File: config.mk
export PLATFORM = sky130hd
export DESIGN_NAME = img2col_mac_acc
export DESIGN_NICKNAME = d
export VERILOG_FILES = /design/src/rtl/img2col_mac_acc_pkg.sv /design/src/rtl/img2col_mac_acc_psum_fifo.sv /design/src/rtl/img2col_mac_acc.sv
export SDC_FILE = /design/constraint.sdc
export NUM_CORES = 2
export LEC_CHECK = 0
export CELL_PAD_IN_SITES_DETAIL_PLACEMENT = 1
export CELL_PAD_IN_SITES_GLOBAL_PLACEMENT = 2
export CORE_ASPECT_RATIO = 1.75
export CORE_MARGIN = 5
export CORE_UTILIZATION = 38
export CTS_BUF_LIST = sky130_fd_sc_hd__clkbuf_8 sky130_fd_sc_hd__clkbuf_16
export CTS_CLUSTER_DIAMETER = 150
export DETAILED_ROUTE_END_ITERATION = 10
export PLACE_DENSITY = 0.8
export SLEW_MARGIN = 10
export SYNTH_ARGS = -nofsm -noshare
export SYNTH_HDL_FRONTEND = slang
export SYNTH_SLANG_ARGS = --single-unit
File: constraint.sdc
create_clock -name clk -period 11.3 [get_ports clk]
set_input_delay 2.26 -clock clk [delete_from_list [all_inputs] [get_ports clk]]
set_output_delay 2.26 -clock clk [all_outputs]
set_load 0.1 [all_outputs]
File: src/rtl/img2col_mac_acc_pkg.sv
// Shared widths, types and default parameters for the img2col MAC accumulator.
// The width macros normally come from the shared define header. The guarded
// defaults below apply when that header is not in the build.
`ifndef ADDR_SIZE
`define ADDR_SIZE 16
`endif
`ifndef KERNEL_SIZE
`define KERNEL_SIZE 4
`endif
`ifndef CHANNELS_SIZE
`define CHANNELS_SIZE 8
`endif
`ifndef DATA_SIZE
`define DATA_SIZE 8
`endif
`ifndef PSUM_SIZE
`define PSUM_SIZE 32
`endif

package img2col_mac_acc_pkg;

  localparam int unsigned ADDR_W        = `ADDR_SIZE;
  localparam int unsigned K_W           = `KERNEL_SIZE;
  localparam int unsigned C_W           = `CHANNELS_SIZE;
  localparam int unsigned DATA_W_DEF    = `DATA_SIZE;
  localparam int unsigned PSUM_W_DEF    = `PSUM_SIZE;
  localparam int unsigned OUT_DEPTH_DEF = 8;
  localparam int unsigned NUM_W         = 16;
  // LEN = K*K*C needs the full product width of its factors
  localparam int unsigned LEN_W         = 2 * K_W + C_W;
  // Total pairs for a layer = LEN * num_psums
  localparam int unsigned TOT_W         = LEN_W + NUM_W;

  typedef enum logic [2:0] {
    ST_IDLE  = 3'd0,
    ST_CFG   = 3'd1,
    ST_RUN   = 3'd2,
    ST_DRAIN = 3'd3,
    ST_DONE  = 3'd4
  } state_e;

  // Per-stage sideband carried alongside each operand pair
  typedef struct packed {
    logic vld;
    logic first;
    logic last;
  } tag_t;

endpackage

File: src/rtl/img2col_mac_acc_psum_fifo.sv
// psum_fifo: synchronous FIFO for finished partial sums.
// The head value is held in a register, so o_data is a flop output.
// Ports: clk/rstn, i_push/i_data write side, i_pop read side,
//        o_data head value, o_valid not-empty, o_count occupancy.
module psum_fifo #(
  parameter int unsigned WIDTH = 32,
  parameter int unsigned DEPTH = 8
) (
  input  logic                       clk,
  input  logic                       rstn,
  input  logic                       i_push,
  input  logic [WIDTH-1:0]           i_data,
  input  logic                       i_pop,
  output logic [WIDTH-1:0]           o_data,
  output logic                       o_valid,
  output logic [$clog2(DEPTH):0]     o_count
);

  localparam int unsigned PTR_W = $clog2(DEPTH);
  localparam int unsigned CNT_W = PTR_W + 1;

  logic [WIDTH-1:0] mem_q [DEPTH];
  logic [PTR_W-1:0] wr_q, wr_d, rd_q, rd_d;
  logic [CNT_W-1:0] cnt_q, cnt_d;
  logic [WIDTH-1:0] data_q, data_d;
  logic             valid_q, valid_d;
  logic             do_push_c, do_pop_c;
  logic [WIDTH-1:0] head_c;

  // Pointer/count update and next head value
  always_comb begin
    do_pop_c  = i_pop & (cnt_q != '0);
    // A full FIFO accepts a push only together with a pop
    do_push_c = i_push & ((cnt_q != CNT_W'(DEPTH)) | do_pop_c);
    wr_d      = do_push_c ? wr_q + PTR_W'(1) : wr_q;
    rd_d      = do_pop_c  ? rd_q + PTR_W'(1) : rd_q;
    cnt_d     = cnt_q + CNT_W'(do_push_c) - CNT_W'(do_pop_c);
    // The entry being written this edge becomes the head when it lands on rd_d
    head_c    = (do_push_c && (wr_q == rd_d)) ? i_data : mem_q[rd_d];
    data_d    = (cnt_d != '0) ? head_c : data_q;
    valid_d   = (cnt_d != '0);
  end

  always_ff @(posedge clk or negedge rstn) begin
    if (!rstn) begin
      wr_q    <= '0;
      rd_q    <= '0;
      cnt_q   <= '0;
      data_q  <= '0;
      valid_q <= 1'b0;
    end else begin
      wr_q    <= wr_d;
      rd_q    <= rd_d;
      cnt_q   <= cnt_d;
      data_q  <= data_d;
      valid_q <= valid_d;
    end
  end

  // Storage array, no reset needed: contents are only read once written
  always_ff @(posedge clk) begin
    if (do_push_c) mem_q[wr_q] <= i_data;
  end

  assign o_data  = data_q;
  assign o_valid = valid_q;
  assign o_count = cnt_q;

endmodule

File: src/rtl/img2col_mac_acc.sv
// img2col_mac_acc: consumes tensor/weight address pairs, reads both SRAMs,
// multiplies and accumulates LEN = K*K*C products per partial sum and queues
// each sum in an output FIFO. Throttles the address generators via o_addr_en.
// Optional feature macro MAC_RELU_EN: clamp negative sums to 0 before queueing.
// Ports:
//   clk, rstn                      clock, async active-low reset
//   i_start, kernel_size, channels, i_num_psums   layer configuration
//   o_addr_en, i_addr_valid, i_tensor_addr, i_weight_addr   address input
//   o_t_rd_en/o_t_rd_addr/i_t_rd_data             tensor SRAM (1-cycle read)
//   o_w_rd_en/o_w_rd_addr/i_w_rd_data             weight SRAM (1-cycle read)
//   o_psum, o_psum_valid, i_psum_ready            output stream
//   o_busy, o_done                                status
module img2col_mac_acc
  import img2col_mac_acc_pkg::*;
#(
  parameter int unsigned DATA_W    = DATA_W_DEF,
  parameter int unsigned PSUM_W    = PSUM_W_DEF,
  parameter int unsigned OUT_DEPTH = OUT_DEPTH_DEF
) (
  input  logic              clk,
  input  logic              rstn,
  input  logic              i_start,
  input  logic [K_W-1:0]    kernel_size,
  input  logic [C_W-1:0]    channels,
  input  logic [NUM_W-1:0]  i_num_psums,
  output logic              o_addr_en,
  input  logic              i_addr_valid,
  input  logic [ADDR_W-1:0] i_tensor_addr,
  input  logic [ADDR_W-1:0] i_weight_addr,
  output logic              o_t_rd_en,
  output logic [ADDR_W-1:0] o_t_rd_addr,
  input  logic [DATA_W-1:0] i_t_rd_data,
  output logic              o_w_rd_en,
  output logic [ADDR_W-1:0] o_w_rd_addr,
  input  logic [DATA_W-1:0] i_w_rd_data,
  output logic [PSUM_W-1:0] o_psum,
  output logic              o_psum_valid,
  input  logic              i_psum_ready,
  output logic              o_busy,
  output logic              o_done
);

  localparam int unsigned CNT_W = $clog2(OUT_DEPTH) + 1;
  localparam int unsigned MUL_W = 2 * DATA_W;

  state_e              state_q, state_d;
  logic [K_W-1:0]      k_q, k_d;
  logic [C_W-1:0]      c_q, c_d;
  logic [NUM_W-1:0]    num_q, num_d;
  logic [LEN_W-1:0]    len_q, len_d;
  logic [TOT_W-1:0]    left_q, left_d;
  logic [LEN_W-1:0]    elem_q, elem_d;
  logic [NUM_W-1:0]    popped_q, popped_d;
  logic                addr_en_q, addr_en_d;
  tag_t                s0_q, s0_d;
  logic [ADDR_W-1:0]   t_addr_q, t_addr_d;
  logic [ADDR_W-1:0]   w_addr_q, w_addr_d;
  tag_t                p_q, p_d;
  logic [PSUM_W-1:0]   prod_q, prod_d;
  logic [PSUM_W-1:0]   acc_q, acc_d;
  logic                acc_last_q, acc_last_d;
  logic                busy_q, busy_d;
  logic                done_q, done_d;

  logic                accept_c, pop_c, push_c, last_c, pipe_empty_c;
  logic [LEN_W-1:0]    len_c;
  logic signed [MUL_W-1:0] mul_c;
  logic [PSUM_W-1:0]   push_data_c;
  logic [CNT_W-1:0]    fifo_cnt, cnt_nxt_c, free_c;
  logic                fifo_valid;

  // Next-state, pipeline and output computation
  always_comb begin
    state_d    = state_q;
    k_d        = k_q;
    c_d        = c_q;
    num_d      = num_q;
    len_d      = len_q;
    left_d     = left_q;
    elem_d     = elem_q;
    popped_d   = popped_q;
    s0_d       = '0;
    t_addr_d   = t_addr_q;
    w_addr_d   = w_addr_q;
    p_d        = s0_q;
    prod_d     = prod_q;
    acc_d      = acc_q;
    acc_last_d = 1'b0;

    accept_c     = addr_en_q & i_addr_valid;
    pop_c        = fifo_valid & i_psum_ready;
    push_c       = acc_last_q;
    len_c        = LEN_W'(k_q) * LEN_W'(k_q) * LEN_W'(c_q);
    last_c       = (elem_q == len_q - LEN_W'(1));
    pipe_empty_c = ~s0_q.vld & ~p_q.vld & ~acc_last_q;
    mul_c        = MUL_W'($signed(i_t_rd_data)) * MUL_W'($signed(i_w_rd_data));

`ifdef MAC_RELU_EN
    push_data_c = acc_q[PSUM_W-1] ? '0 : acc_q;
`else
    push_data_c = acc_q;
`endif

    if (pop_c) popped_d = popped_q + NUM_W'(1);

    // S0: register strobes/addresses and tag the pair's position in its dot product
    if (accept_c) begin
      left_d     = left_q - TOT_W'(1);
      elem_d     = last_c ? '0 : elem_q + LEN_W'(1);
      s0_d.vld   = 1'b1;
      s0_d.first = (elem_q == '0);
      s0_d.last  = last_c;
      t_addr_d   = i_tensor_addr;
      w_addr_d   = i_weight_addr;
    end

    // S2: signed product of the returned SRAM data
    if (s0_q.vld) prod_d = PSUM_W'(mul_c);

    // S3: first product loads, the rest accumulate
    if (p_q.vld) begin
      acc_d      = p_q.first ? prod_q : acc_q + prod_q;
      acc_last_d = p_q.last;
    end

    unique case (state_q)
      ST_IDLE: begin
        if (i_start) begin
          k_d      = kernel_size;
          c_d      = channels;
          num_d    = i_num_psums;
          popped_d = '0;
          elem_d   = '0;
          state_d  = ST_CFG;
        end
      end
      ST_CFG: begin
        len_d   = len_c;
        left_d  = TOT_W'(len_c) * TOT_W'(num_q);
        state_d = ((len_c == '0) || (num_q == '0)) ? ST_DONE : ST_RUN;
      end
      ST_RUN: begin
        if (left_q == '0) state_d = ST_DRAIN;
      end
      ST_DRAIN: begin
        if (pipe_empty_c && (popped_q == num_q)) state_d = ST_DONE;
      end
      ST_DONE: begin
        state_d = ST_IDLE;
      end
      default: state_d = ST_IDLE;
    endcase

    // Enable is registered from next-cycle values; free space ignores up to
    // three pairs still in the pipeline, which the >3 margin covers.
    cnt_nxt_c = fifo_cnt + CNT_W'(push_c) - CNT_W'(pop_c);
    free_c    = CNT_W'(OUT_DEPTH) - cnt_nxt_c;
    addr_en_d = (state_d == ST_RUN) && (free_c > CNT_W'(3)) && (left_d != '0);
    busy_d    = (state_d != ST_IDLE);
    done_d    = (state_d == ST_DONE);
  end

  always_ff @(posedge clk or negedge rstn) begin
    if (!rstn) begin
      state_q    <= ST_IDLE;
      k_q        <= '0;
      c_q        <= '0;
      num_q      <= '0;
      len_q      <= '0;
      left_q     <= '0;
      elem_q     <= '0;
      popped_q   <= '0;
      addr_en_q  <= 1'b0;
      s0_q       <= '0;
      t_addr_q   <= '0;
      w_addr_q   <= '0;
      p_q        <= '0;
      prod_q     <= '0;
      acc_q      <= '0;
      acc_last_q <= 1'b0;
      busy_q     <= 1'b0;
      done_q     <= 1'b0;
    end else begin
      state_q    <= state_d;
      k_q        <= k_d;
      c_q        <= c_d;
      num_q      <= num_d;
      len_q      <= len_d;
      left_q     <= left_d;
      elem_q     <= elem_d;
      popped_q   <= popped_d;
      addr_en_q  <= addr_en_d;
      s0_q       <= s0_d;
      t_addr_q   <= t_addr_d;
      w_addr_q   <= w_addr_d;
      p_q        <= p_d;
      prod_q     <= prod_d;
      acc_q      <= acc_d;
      acc_last_q <= acc_last_d;
      busy_q     <= busy_d;
      done_q     <= done_d;
    end
  end

  psum_fifo #(
    .WIDTH (PSUM_W),
    .DEPTH (OUT_DEPTH)
  ) u_fifo (
    .clk     (clk),
    .rstn    (rstn),
    .i_push  (push_c),
    .i_data  (push_data_c),
    .i_pop   (pop_c),
    .o_data  (o_psum),
    .o_valid (fifo_valid),
    .o_count (fifo_cnt)
  );

  assign o_psum_valid = fifo_valid;
  assign o_addr_en    = addr_en_q;
  assign o_t_rd_en    = s0_q.vld;
  assign o_w_rd_en    = s0_q.vld;
  assign o_t_rd_addr  = t_addr_q;
  assign o_w_rd_addr  = w_addr_q;
  assign o_busy       = busy_q;
  assign o_done       = done_q;

endmodule

# --- After elaboration in Yosys (flattened, before gate mapping) ---
# Memories as Yosys holds them, arrays and structs flattened. A register that Yosys moved wholly into a read port is not among the register bits.
# Cells that the tools add are included.
# Widths: inputs -> output; s select.
word_totals:
  reg_bits: 212
  latchBits: 0
  ram_bits: 256
  mem_bits_ro: 0
  input_bits: 81
  out_inout_bits: 70
  wordCells: 97
  n_memories: 1
mem_list:
  columns: ["memory", "depth", "width", "rd", "rd_clocked_by_memory_dff", "wr", "line_no", "rtl"]
  rows:
  - ["u_fifo.mem_q", 8, 32, 1, 1, 1, "img2col_mac_acc_psum_fifo.sv:22", "logic [WIDTH-1:0] mem_q [DEPTH];"]
op_classes:
  add_sub_neg: 12
  multipliers: 4
  div: 0
  magnitude_cmp: 1
  n_eq_ne: 8
  shift: 0
  mux: 20
  n_bitwise: 10
  reduce_logical: 15
ops:
  columns: ["op", "n"]
  rows:
  - ["$mux 16", 7]
  - ["$mux 32", 3]
  - ["$logic_not 16->1", 3]
  - ["$add 16x1->16 const B", 2]
  - ["$add 32x32->32", 1]
  - ["$eq 16x16->1", 2]
  - ["$logic_not 32->1", 1]
  - ["$mul 16x16->32", 1]
  - ["$mul 8x8->16", 2]
  - ["$reduce_bool 32->1", 1]
  - ["$sub 32x1->32 const B", 1]
  - ["$mux 3", 6]
  - ["$sub 16x1->16 const B", 1]
  - ["$pmux 3 s4", 1]
  - ["$eq 3x2->1 const B", 3]
  - ["$add 4x1->4", 2]
  - ["$mul 4x4->8", 1]
  - ["$reduce_bool 4->1", 2]
  - ["$sub 4x1->4", 2]
  - ["$add 3x1->3 const B", 2]
  - ["$and 1x1->1", 6]
  - ["$gt 4x2->1 const B", 1]
  - ["$ne 4x4->1 const B", 1]
  - ["$sub 4x4->4 const A", 1]
  - ["11 further kinds", 17]

# --- Logic depth before layout (Yosys ltp) ---
logic_depth:
  word_depth: 9
  ltp_mapped: 47
  ltp_nobuf: 45

# --- Hierarchy ---
# Synthesis repeated with hierarchy kept, for this count alone.
hier_totals:
  cells_unflattened: 3410
  hier_area_um2: 35719.3
by_module_without_submodules:
  columns: ["mod", "instances", "cells_each", "area_per_inst_um2"]
  rows:
  - ["img2col_mac_acc", 1, 2678, 23817.8]
  - ["psum_fifo", 1, 732, 11901.4]

# --- Worst setup path before layout ---
# OpenSTA, ideal clock, no wires.
synth_timing:
  kind: "register to register"
  from: "register k_q[0]"
  to: "register addr_en_q (netlist: o_addr_en)"
  t_arrival_ps: 11522
  setup_slack_ps: -350
  path_stages_with_launch: 44
  path_buffers: 3
  cell_sequence: "dfrtp_1 -> clkbuf_1 -> and2_1 -> fa_1 -> a21o_1 -> a21oi_1 -> xnor2_1 -> and2_1 -> fa_1 -> inv_1 -> fa_1 -> inv_1 -> fa_1 -> inv_1 -> fa_1 -> inv_1 -> ha_1 -> o21a_1 -> (+8 left out) -> inv_1 -> fa_1 -> fa_1 -> inv_1 -> fa_1 -> inv_1 -> ha_1 -> clkbuf_1 -> nand4_1 -> o221a_2 -> o31a_1 -> o41ai_1 -> o21ai_0 -> xor2_1 -> o21ai_0 -> or4_1 -> nor4_1 -> nor3_1"
synth_between:
  elab_cells_between_ends: 12
  classes_between: "mul (3); eq/ne (1); mux (3); reduce/logical (5)"
synth_rtl:
  columns: ["item", "line_no", "rtl"]
  rows:
  - ["start, declared", "img2col_mac_acc.sv:47", "logic [K_W-1:0] k_q, k_d;"]
  - ["start signal, assigned", "img2col_mac_acc.sv:185", "k_q <= k_d;"]
  - ["$mul 4x4->8", "img2col_mac_acc.sv:93", "len_c = LEN_W'(k_q) * LEN_W'(k_q) * LEN_W'(c_q);"]
  - ["$mul 8x8->16", "img2col_mac_acc.sv:93", null]
  - ["$mul 16x16->32", "img2col_mac_acc.sv:139", "left_d = TOT_W'(len_c) * TOT_W'(num_q);"]
  - ["$mux 32", "img2col_mac_acc.sv:126", "unique case (state_q)"]
  - ["via left_d[27]", "img2col_mac_acc.sv:51", "logic [TOT_W-1:0] left_q, left_d;"]
  - ["$reduce_bool 32->1", "img2col_mac_acc.sv:158", "addr_en_d = (state_d == ST_RUN) && (free_c > CNT_W'(3)) && (left_d != '0);"]
  - ["$logic_and 1x1->1", "img2col_mac_acc.sv:158", null]
  - ["via addr_en_d", "img2col_mac_acc.sv:54", "logic addr_en_q, addr_en_d;"]
  - ["end signal, assigned", "img2col_mac_acc.sv:192", "addr_en_q <= addr_en_d;"]
  - ["end, declared", "img2col_mac_acc.sv:54", null]
# The timed path passes the listed nets, and every way through them passes these cells.
# A chain may end at the register's enable or synchronous reset.

# --- Worst setup path after layout ---
layout_timing:
  from: "register k_q[2]"
  to: "register addr_en_q (netlist: o_addr_en)"
# The elaborated chain is that of the path after synthesis.

==> metrics.cfg <==
[floorplanning]
floorplan.die_area_sq_um = 100000
core_area_sq_um = 93100
start_util = 0.383
num_io_pins = 151
row_count = 148
dieWidth_microns = 242
chipHeight_microns = 415

[global_routing]
antenna_found_initial = 0
grt-ovfl-total = 0
grt_pass1_wl_microns = 159000
grt_usage = 0.199
grt_pass1_vias = 29000
grt_max_degree = 79

[placed_design]
io_buffers = 150
preCtsSetupSlack_ps = -373
hpwl_microns = 76300
place_area_sq_um = 39600
globalplace.congestion = 0.838
placed_cells = 4715

[cts]
cts_tree = built
clk_latency_ps = 630
cts_buffer_depth = 3
cts_inserted_buffers = 51
clock-sinks = 500
clk_pin_slew_ps = 60
root_buffer = clkbuf_16
htreeDepth = 2

[yosys]
yosysMostFrequentCell = nand2_1
yosys-top-cells-area = edfxtp_1 22%, dfrtp_1 17%, fa_1 16%
synth_warnings = 0
synth_common_cells = 474 x nand2_1, 397 x inv_1, 281 x fa_1, 256 x edfxtp_1, 244 x dfrtp_1
ys_types = 79
synth_top_cell_by_area = edfxtp_1
synth_flop_cell = edfxtp_1
syn-num-nets = 3928
ys_ff_latch = 500
ys_seq_area_frac = 0.387
ys_async_sr_fraction = 0.488
syn_inst = 3346
synth_top_area_share = 0.215
synth_edf_count = 256
synth_area_sq_um = 35700
synth.avg_cell_area_sq_um = 10.7

[finish]
fillers = 10100
stdcell_area_sq_um = 41800
finalNonFillerCells = 4822
n_antenna_cell = 0
nets = 4162
layout-drive-gt1-share = 0.122
area_growth_pct = 17.1

[timing]
timing.hold.ws_ps = 350
final.setup.worst_slack_ps = 46.5
skew_ps = 32.2
hold_viol = 0
fin_crit_sh = 0.996
slew_headroom = 0.274
rsz0062_at_grt = yes
worst_pin_slew_ps = 1090
max_freq_mhz = 88.9
drv_slew = 0
fin_crit_ps = 11250
setup_viol = 0

[worst_hold_path]
hp-class = reg2reg

[routing]
vias = 25400
route.detailed.drc = 0
viasPerCell = 5.27
drt.antenna.violating_nets = 0
first_iter_violations = 943
wl_per_cell_microns = 20.8
totalWireLength_microns = 100000
firstDrtPassIters = 5

[critical_path]
critPathCaptureType = flip-flop
cp-start-kind = flip-flop
critPathTopFamily = adder cells
slowest_delay_ps = 570
critPathBufInv = 14
path_class = reg2reg
crit_fanout = 5
crit_path_top_delay_cell = or4_1
cpMostUsedCell = fa_1
crit_arrival_ps = 11760
cp.required_ps = 11810

[job]
drv_cap = 0

[run_status]
run_status = completed

-- logic make-up (layout without fill, tap and decap cells) --
group,count (synthesis),count (layout),synth area share
and+or+nand+nor,1046,1046,0.142
AOI/OAI and AO/OA,443,443,0.0762
muxes,129,129,0.0578
xor gates and xnor gates,180,180,0.0442
adders and majority gates,501,501,0.235
DFF,500,500,0.387
buffers and inverters,547,823,0.0584
-- per-stage QoR --
| step | utilization | TNS [ps] |
|---|---|---|
| 3_3_place_gp | 0.425 | -232 |
| 6_report | 0.449 | 0 |
| 2_1_floorplan | - | 0 |
| 5_1_grt | 0.449 | -359 |
| 4_1_cts | 0.445 | 0 |
| 3_5_place_dp | 0.425 | -373 |
-- flip-flops by register name, indices dropped and copies added, names as in the netlist, 2 cells and up --
name and flops:
u_fifo.mem_q 256, acc_q 32, left_q 32, u_fifo.o_data 32, elem_q 16, len_q 16, num_q 16, o_t_rd_addr 16
o_w_rd_addr 16, popped_q 16, prod_q 16, c_q 8, k_q 4, u_fifo.o_count 4, p_q 3, state_q 3
u_fifo.rd_q 3, u_fifo.wr_q 3, p_d 2
-- cell usage in the layout, fill, tap and decap left out, types with 15 or more instances in the layout --
master,instances
a21o_1,45
a21oi_1,153
and2_1,183
and3_1,52
buf_4,169
clkbuf_16,51
clkdlybuf4s50_1,149
dfrtp_1,242
edfxtp_1,256
fa_1,277
ha_1,209
inv_1,400
mux2_2,37
mux2i_1,33
mux4_2,58
nand2_1,473
nand3_1,34
nand4_1,18
nor2_1,132
nor3_1,21
nor4_1,21
o211ai_1,15
o21ai_0,98
or4_1,16
xnor2_1,107
xor2_1,67
-- routing by layer --
| metal | global-route usage | up-vias | part of all wire | wire, microns |
|---|---|---|---|---|
| li1 | - | 11700 | - | - |
| met1 | 0.198 | 13200 | 0.35 | 34700 |
| met2 | 0.413 | 352 | 0.59 | 59000 |
| met3 | 0.0222 | 217 | 0.025 | 2470 |
| met4 | 0.0794 | 0 | 0.043 | 4320 |
| met5 | 0 | - | 0 | 0 |
-- path summary, 6_finish.rpt --
| kind | from | to | slack, ps | depth (start not counted) |
|---|---|---|---|---|
| max | k_q[2]$_DFFE_PN0P_ | o_addr_en$_DFF_PN0_ | 50 | 47 |
| min | p_d[0]$_DFF_PN0_ | p_q[0]$_DFF_PN0_ | 350 | 0 |
| max reg2reg | k_q[2]$_DFFE_PN0P_ | o_addr_en$_DFF_PN0_ | 50 | 47 |
| min reg2reg | p_d[0]$_DFF_PN0_ | p_q[0]$_DFF_PN0_ | 350 | 0 |
| max in group asynchronous | rstn | o_w_rd_addr[9]$_DFFE_PN0P_ | 7580 | 3 |
| min in group asynchronous | rstn | u_fifo.o_data[28]$_DFFE_PN0P_ | 1640 | 1 |
-- timing repair --
item,in CTS,in global routing
hold buffers,0,0
setup endpoints to repair,1,4
gates resized for setup,28,44
setup buffers,4,7
pin swaps,37,29
gates cloned,0,1
-- layout make-up --
type	count	area (sq um)	share of cell area
timing repair buffer	329	2920	0.0699
clock buffer	52	1290	0.0309
inverter	399	1500	0.0358
sequential	500	13800	0.330
multi-input combinational	2299	20300	0.486
tap	1200	1500	0.0359
clock inverter	43	483	0.0116
Power is left out: the tool's default activity adds up to more than one toggle a clock period on the data nets, which glitch-free logic cannot reach.
